$ cat src/rtl/pwm_pkg.sv
// Shared types and helpers for the multi-channel PWM generator.
package pwm_pkg;

  typedef enum logic {
    PWM_EDGE   = 1'b0,
    PWM_CENTER = 1'b1
  } pwm_mode_t;

  typedef enum logic {
    DirUp   = 1'b0,
    DirDown = 1'b1
  } pwm_dir_t;

  // All-ones value of an n-bit counter.
  function automatic logic [63:0] pwm_max(input int unsigned n);
    return (64'd1 << n) - 64'd1;
  endfunction

endpackage

$ cat src/rtl/pwm_prescaler.sv
// Clock divider: tick fires every prescale+1 clocks while enabled.
module pwm_prescaler #(
  parameter int unsigned PW = 8
) (
  input  logic          clk,
  input  logic          rst,
  input  logic          ena,
  input  logic [PW-1:0] prescale,
  output logic          tick
);

  logic [PW-1:0] pcnt_q, pcnt_d;

  // >= rather than == so a shrinking prescale cannot strand pcnt above the limit.
  always_comb begin
    tick   = ena & (pcnt_q >= prescale);
    pcnt_d = pcnt_q;
    if (!ena || tick) begin
      pcnt_d = '0;
    end else begin
      pcnt_d = pcnt_q + PW'(1);
    end
  end

  always_ff @(posedge clk or negedge rst) begin
    if (!rst) begin
      pcnt_q <= '0;
    end else begin
      pcnt_q <= pcnt_d;
    end
  end

endmodule

$ cat src/rtl/pwm_multi.sv
// Multi-channel PWM: shared edge/center counter, per-channel compare and
// double-buffered duty/mode registers that swap only at period boundaries.
module pwm_multi
  import pwm_pkg::*;
#(
  parameter int unsigned N        = 8,
  parameter int unsigned CHANNELS = 4,
  parameter int unsigned PW       = 8
) (
  input  logic                  clk,
  input  logic                  rst,
  input  logic                  ena,
  input  logic [CHANNELS-1:0]   ch_ena,
  input  logic [PW-1:0]         prescale,
  input  pwm_mode_t             mode,
  input  logic [CHANNELS*N-1:0] duty_in,
  input  logic                  wr_valid,
  output logic                  wr_ready,
  output logic [CHANNELS-1:0]   out,
  output logic                  period_start
);

  localparam logic [N-1:0] Max = N'(pwm_max(N));
  localparam logic [N-1:0] One = N'(1);

  logic                  tick;
  logic                  pb;
  logic                  accept;
  logic                  xfer;
  logic                  mode_change;
  logic [N-1:0]          cnt_q;
  pwm_dir_t              dir_q;
  pwm_mode_t             act_mode_q;
  pwm_mode_t             shadow_mode_q;
  logic [CHANNELS*N-1:0] act_duty_q;
  logic [CHANNELS*N-1:0] shadow_duty_q;
  logic                  pending_q;
  logic [CHANNELS-1:0]   out_d;

  pwm_prescaler #(
    .PW(PW)
  ) u_prescaler (
    .clk     (clk),
    .rst     (rst),
    .ena     (ena),
    .prescale(prescale),
    .tick    (tick)
  );

  // Center mode ends its period on the down-step from 1 to 0.
  assign pb = tick & ((act_mode_q == PWM_EDGE) ? (cnt_q == Max)
                                               : ((cnt_q == One) && (dir_q == DirDown)));

  assign wr_ready    = ~pending_q;
  assign accept      = wr_valid & ~pending_q;
  assign xfer        = pending_q & (pb | ~ena);
  assign mode_change = xfer & (shadow_mode_q != act_mode_q);

  for (genvar c = 0; c < CHANNELS; c++) begin : g_cmp
    logic [N-1:0] duty;
    assign duty     = act_duty_q[c*N +: N];
    assign out_d[c] = ena & ch_ena[c] & ((cnt_q < duty) | (duty == Max));
  end

  // Counter / direction FSM with the registered outputs.
  always_ff @(posedge clk or negedge rst) begin
    if (!rst) begin
      cnt_q        <= '0;
      dir_q        <= DirUp;
      out          <= '0;
      period_start <= 1'b0;
    end else begin
      out          <= out_d;
      period_start <= pb;
      if (!ena || mode_change) begin
        cnt_q <= '0;
        dir_q <= DirUp;
      end else if (tick) begin
        if (act_mode_q == PWM_EDGE) begin
          cnt_q <= cnt_q + One;
        end else if (dir_q == DirUp) begin
          if (cnt_q == Max) begin
            cnt_q <= Max - One;
            dir_q <= DirDown;
          end else begin
            cnt_q <= cnt_q + One;
          end
        end else begin
          if (cnt_q == '0) begin
            cnt_q <= One;
            dir_q <= DirUp;
          end else begin
            cnt_q <= cnt_q - One;
          end
        end
      end
    end
  end

  // Shadow/active duty registers; accept and transfer are mutually exclusive.
  always_ff @(posedge clk or negedge rst) begin
    if (!rst) begin
      pending_q     <= 1'b0;
      shadow_duty_q <= '0;
      shadow_mode_q <= PWM_EDGE;
      act_duty_q    <= '0;
      act_mode_q    <= PWM_EDGE;
    end else if (accept) begin
      shadow_duty_q <= duty_in;
      shadow_mode_q <= mode;
      pending_q     <= 1'b1;
    end else if (xfer) begin
      act_duty_q    <= shadow_duty_q;
      act_mode_q    <= shadow_mode_q;
      pending_q     <= 1'b0;
    end
  end

endmodule
$ cat config.mk
export PLATFORM = sky130hd
export DESIGN_NAME = pwm_multi
export DESIGN_NICKNAME = d
export VERILOG_FILES = /design/src/rtl/pwm_pkg.sv /design/src/rtl/pwm_prescaler.sv /design/src/rtl/pwm_multi.sv
export SDC_FILE = /design/constraint.sdc
export NUM_CORES = 1
export LEC_CHECK = 0
export BUFFER_PORTS_ARGS = -buffer_cell sky130_fd_sc_hd__buf_2
export CAP_MARGIN = 20
export CORE_MARGIN = 3
export CORE_UTILIZATION = 56
export CTS_BUF_LIST = sky130_fd_sc_hd__clkbuf_4
export DETAILED_ROUTE_END_ITERATION = 10
export GPL_ROUTABILITY_DRIVEN = 0
export GPL_TIMING_DRIVEN = 0
export MAX_ROUTING_LAYER = met4
export PLACE_DENSITY_LB_ADDON = 0.25
export SLEW_MARGIN = 20
export SYNTH_ARGS = -nofsm -noshare
export SYNTH_HDL_FRONTEND = slang
export SYNTH_SLANG_ARGS = --single-unit
$ cat constraint.sdc
create_clock -name clk -period 3.55 [get_ports clk]
set_clock_uncertainty 0.1 [all_clocks]
set_input_delay 0.71 -clock clk [delete_from_list [all_inputs] [get_ports clk]]
set_output_delay 0.71 -clock clk [all_outputs]
set_load 0.02 [all_outputs]
## Word level (Yosys, flattened, before mapping)

Cells that the tools add are included.

- Logic and storage cells: 72
- Output and inout bits: 6
- Input bits: 49
- Register bits: 89

- $add $sub $neg: 3
- Reduce and logical (&&, ||, !) cells: 10
- Bitwise operators: 21
- Muxes and demuxes: 16
- Equality and inequality tests: 7
- $lt $le $gt $ge: 5

Operators with widths:

| operator | count |
|---|---|
| $mux 8 | 7 |
| $eq 8x8->1 const B | 5 |
| $lt 8x8->1 | 4 |
| $add 8x1->8 const B | 2 |
| $and 1x1->1 | 13 |
| $mux 1 | 9 |
| $eq 8x1->1 const B | 1 |
| $ge 8x8->1 | 1 |
| $logic_not 8->1 | 1 |
| $sub 8x1->8 const B | 1 |
| $reduce_bool 2->1 | 3 |
| $or 1x1->1 | 5 |
| $reduce_and 2->1 | 2 |
| $not 1->1 | 3 |
| $logic_or 1x1->1 | 2 |
| $logic_and 1x1->1 | 1 |
| $logic_not 1->1 | 1 |
| $ne 1x1->1 | 1 |

## Longest topological paths before layout

- Depth after elaboration: 10
- Depth in mapped cells: 8
- Mapped depth without buffers: 7

## Modules after synthesis

Synthesis repeated with hierarchy kept, for this count alone.

- Cells, all modules: 439
- Area, all modules: 4874.7 µm²

Modules (own cells, without submodules):

| module | times used | cells an instance | sequential area each (µm²) | area an instance (µm²) |
|---|---|---|---|---|
| pwm_multi | 1 | 380 | 2026.9 | 4296.6 |
| pwm_prescaler | 1 | 59 | 200.2 | 578.1 |

## Least setup slack after synthesis

OpenSTA, ideal clock, no wires.

- Kind: input port to flip-flop
- Start: in prescale[2]
- End: reg act_duty_q[6]
- Setup slack: 900 ps
- Required time: 3323 ps
- Library setup time: 127 ps
- Cell stages on the path: 8
- Buffers on the path: 1
- Arrival: 2422 ps
- Cells stage by stage: inv_1 > ha_1 > or4_1 > a21oi_1 > o31a_1 > a21oi_4 > buf_6 > mux2_1

- Longest elaborated chain between the ends: 6

RTL lines:

| what | RTL line | RTL |
|---|---|---|
| from (decl) | pwm_multi.sv:14 | `input logic [PW-1:0] prescale,` |
| $ge 8x8->1 | pwm_prescaler.sv:16 | `tick = ena & (pcnt_q >= prescale);` |
| $and 1x1->1 | pwm_prescaler.sv:16 |  |
| $and 1x1->1 | pwm_multi.sv:51 | `assign pb = tick & ((act_mode_q == PWM_EDGE) ? (cnt_q == Max)` |
| $or 1x1->1 | pwm_multi.sv:56 | `assign xfer = pending_q & (pb \| ~ena);` |
| $and 1x1->1 | pwm_multi.sv:56 |  |
| $reduce_and 2->1 (no source line) | - |  |
| to (signal assigned) | pwm_multi.sv:113 | `act_duty_q <= shadow_duty_q;` |
| to (decl) | pwm_multi.sv:35 | `logic [CHANNELS*N-1:0] act_duty_q;` |

Every way passes these cells.
A chain may end at the register's enable or synchronous reset.

## Worst setup path after layout

- Start: reg cnt_q[6]
- End: reg act_duty_q[1]

- Longest elaborated chain between the ends: 7
- Elaborated cells on any way between the ends: 8
- Those cells by class: eq/ne (2); mux (1); bitwise (3); reduce/logical (2)

RTL lines:

| what | RTL line | RTL |
|---|---|---|
| from (decl) | pwm_multi.sv:31 | `logic [N-1:0] cnt_q;` |
| from (signal assigned) | pwm_multi.sv:80 | `cnt_q <= cnt_q + One;` |
| from (signal assigned) | pwm_multi.sv:83 | `cnt_q <= Max - One;` |
| from (signal assigned) | pwm_multi.sv:86 | `cnt_q <= cnt_q + One;` |
| $eq 8x1->1 | pwm_multi.sv:52 | `: ((cnt_q == One) && (dir_q == DirDown)));` |
| $logic_and 1x1->1 | pwm_multi.sv:52 |  |
| $mux 1 * | pwm_multi.sv:51 |  |
| $and 1x1->1 * | pwm_multi.sv:51 |  |
| $or 1x1->1 * | pwm_multi.sv:56 |  |
| $and 1x1->1 * | pwm_multi.sv:56 |  |
| $reduce_and 2->1 (no source line) * | - |  |

Mark *: on every way between the ends. The rest lies on a longest branch, timed or not.

==> flow_summary.toml <==
[critical_path]
critPathMaxStageDelay_ns = 0.52
cp-end-kind = "register"
startpoint_type = "register"
rrSetupSlack_ns = 0.86
rr_worst_depth = 7
crit_slowest_cell = "or4_4"
worstSetupPathType = "register to register"
cp_cell_sequence = "buf_2, or4_4, nor4_4, o21ai_2, a21oi_4, buf_6, mux2_1"
arrival_ns = 2.94
regToRegStartpoint = "cnt_q[6]"
rr_endpoint = "act_duty_q[1]"
critPathRequiredTime_ns = 3.79
cp_max_fo = 10

[sta]
grt_setup_unrepaired = "no"
maxSlewHeadroom = 0.519
drv_slew = 0
fin_crit_ns = 2.69
hold_viol_final = 0
worst_pin_slew_ns = 0.722
setup_viol_count_final = 0
fin_crit_sh = 0.758
tns_ns = 0
fmax_mhz = 371

[cells_and_area]
fillCellCount = 650
drive_above_1_share = 0.290
layout_commonest_cell = "dfrtp_1"
syn2layout_area_growth_pct = 11.8
multi_input_area_mm2 = 0.00236
seqCellArea_mm2 = 0.00223
layout_common_cells = "dfrtp_1, mux2_2, buf_2"
final_cell_area_mm2 = 0.00542
n_antenna_cell = 0
fin_nets = 588

[clock_network]
postCtsSetupBuffers = 0
numCtsBuffers = 9
cts_tree = "built"
cts-root-buf = "clkbuf_4"
clock_sinks = 89
hold_buffers = 0
clockBufferDepth = 2
cts-resized-gates = 0
clk_latency_ns = 0.46
path_clk_slew_ns = 0.17
ctsHtreeMaxLevel = 3

[global_route]
grt_pass1_vias = 3451
antenna_found_initial = 0
grt_pass1_wl_um = 16600
grt.total_usage = 0.218
overflow = 0
grt_max_degree = 47

[power_and_ir_drop]
ir_drop_uv = 314
p_int_mw = 1.94
p_clk_frac = 0.218
p_leak_nw = 2.61
switchingPower_uw = 912
combinationalPowerShare = 0.253
switching_share = 0.320
power_frac_seq = 0.529
power.density_mw_per_mm2 = 527

[placement]
dpl_cell_area_mm2 = 0.00526
io_buffers = 53
hpwl_um = 6960

[floorplan]
die_w_um = 99
ios = 55
start_util = 0.584
die-area_mm2 = 0.00980
die_y_um = 99
core_area_mm2 = 0.00830
placementRows = 33

[synthesis]
ys_async_sr_fraction = 1.00
syn-cell-area_mm2 = 0.00484
yosysTopAreaCell = "dfrtp_1"
synth_ff_type = "dfrtp_1"
synth_cell_types = 51
netlist_instances = 434
yosysTopAreaCellShare = 0.460
syn_avg_cell_area_um2 = 11.2
synth-edff-count = 0
ys_ff_latch = 89
yosys_warnings = 0
yosysSeqAreaShare = 0.460
ys_top_cells_by_area = "dfrtp_1, mux2_2, ha_1"
synth.net_count = 523

[outcome]
outcome = "completed"

[detailed_routing]
drt-vias-per-instance = 5.77
wl_um = 9550
drcViolationCount = 0
dr.pass1.iters = 7
wl_per_cell_um = 15.7
dr.first_iter.drc_count = 245
ant_nets = 0
vias = 3513

[hold_path]
hp-class = "primary input to asynchronous set/reset pin"

[job]
max_cap_violations = 0
## worst max path at each step
stage | from | to | slack [ns] | cells past startpoint
floorplan | prescale[2] | act_duty_q[6] | 0.90 | 8
global placement | prescale[2] | act_duty_q[28] | 0.60 | 9
detailed placement | prescale[2] | act_duty_q[1] | 0.56 | 9
CTS | cnt_q[6] | act_duty_q[1] | 0.85 | 7
global route | cnt_q[1] | dir_q | 0.72 | 6
finish | cnt_q[6] | act_duty_q[1] | 0.86 | 7
## registers in the layout, summed over array words and instances (netlist names)
| name | count |
|---|---|
| period_start | 1 |
| dir_q | 1 |
| shadow_mode_q | 1 |
| out | 4 |
| pending_q | 1 |
| cnt_q | 8 |
| act_duty_q | 32 |
| u_prescaler.pcnt_q | 8 |
| shadow_duty_q | 32 |
| act_mode_q | 1 |
## cell usage after synthesis (all sizes together) (2+ instances only)
master   instances
a2111oi          3
a211oi           7
a21o             6
a21oi           21
a22oi            2
a311oi           2
a31oi            2
and3             4
and4             3
buf              6
clkbuf          13
dfrtp           89
ha              40
inv             41
mux2            67
nand2           23
nand2b           5
nand3           10
nand4           10
nor2            19
nor3             8
nor3b            2
nor4             3
o21ai           11
o22a             3
o22ai            5
o31ai            3
or4              3
xnor2            5
xor2             3
## layout make-up
type,count,share of cell area
multi-input cells,285,0.437
flip-flops and latches,89,0.411
repair buffers,54,0.0531
inverters,41,0.0284
well taps,105,0.0243
plain buffers,19,0.0180
clock inverters,6,0.0146
clock buffers,10,0.0139
## layer usage
metal | wire [um] | vias to the layer above | share of wire | global-route usage
met5 | 0 | - | 0 | -
met4 | 235 | 0 | 0.025 | 0.0872
met3 | 515 | 30 | 0.054 | 0.0396
met2 | 4400 | 121 | 0.46 | 0.334
met1 | 4400 | 1656 | 0.46 | 0.288
li1 | - | 1706 | - | -
## logic make-up (layout without fill, tap and decap cells)
group	after synthesis	count (layout)	synth area share
simple gates	97	97	0.108
flops	89	89	0.460
compound gates	73	73	0.107
mux	67	67	0.156
buf+inv	60	130	0.0519
fa+ha+maj	40	40	0.103
xor+xnor	8	8	0.0145
## power by group through the flow
stage / Clock, mW / Sequential [mW] / Combinational, mW
final: 0.624 / 1.51 / 0.722
after global routing: 0.685 / 1.56 / 0.822
after CTS: 0.640 / 1.51 / 0.732
after detailed placement: 0 / 1.53 / 0.726
after global placement: 0 / 1.52 / 0.678
after floorplan: 0 / 1.47 / 0.557
## stage by stage
step	setup WS, ns	hold WS, ns	std cells	utilization	power [mW]
final	0.858	0.122	609	0.653	2.86
after global routing	0.718	0.129	609	0.653	3.07
after CTS	0.853	0.122	609	0.653	2.88
after detailed placement	0.559	0.381	593	0.634	2.26
after global placement	0.603	0.371	592	0.631	2.20
after floorplan	0.900	0.314	434	-	2.03
## worst max-delay path: cells and delay by family, from the launching register on
family / cells / cell delay [ns]
simple gates: 2 / 0.79
flops: 1 / 0.50
buf+inv: 2 / 0.44
compound gates: 2 / 0.41
mux: 1 / 0.33
(Power assumes the default switching activity.)
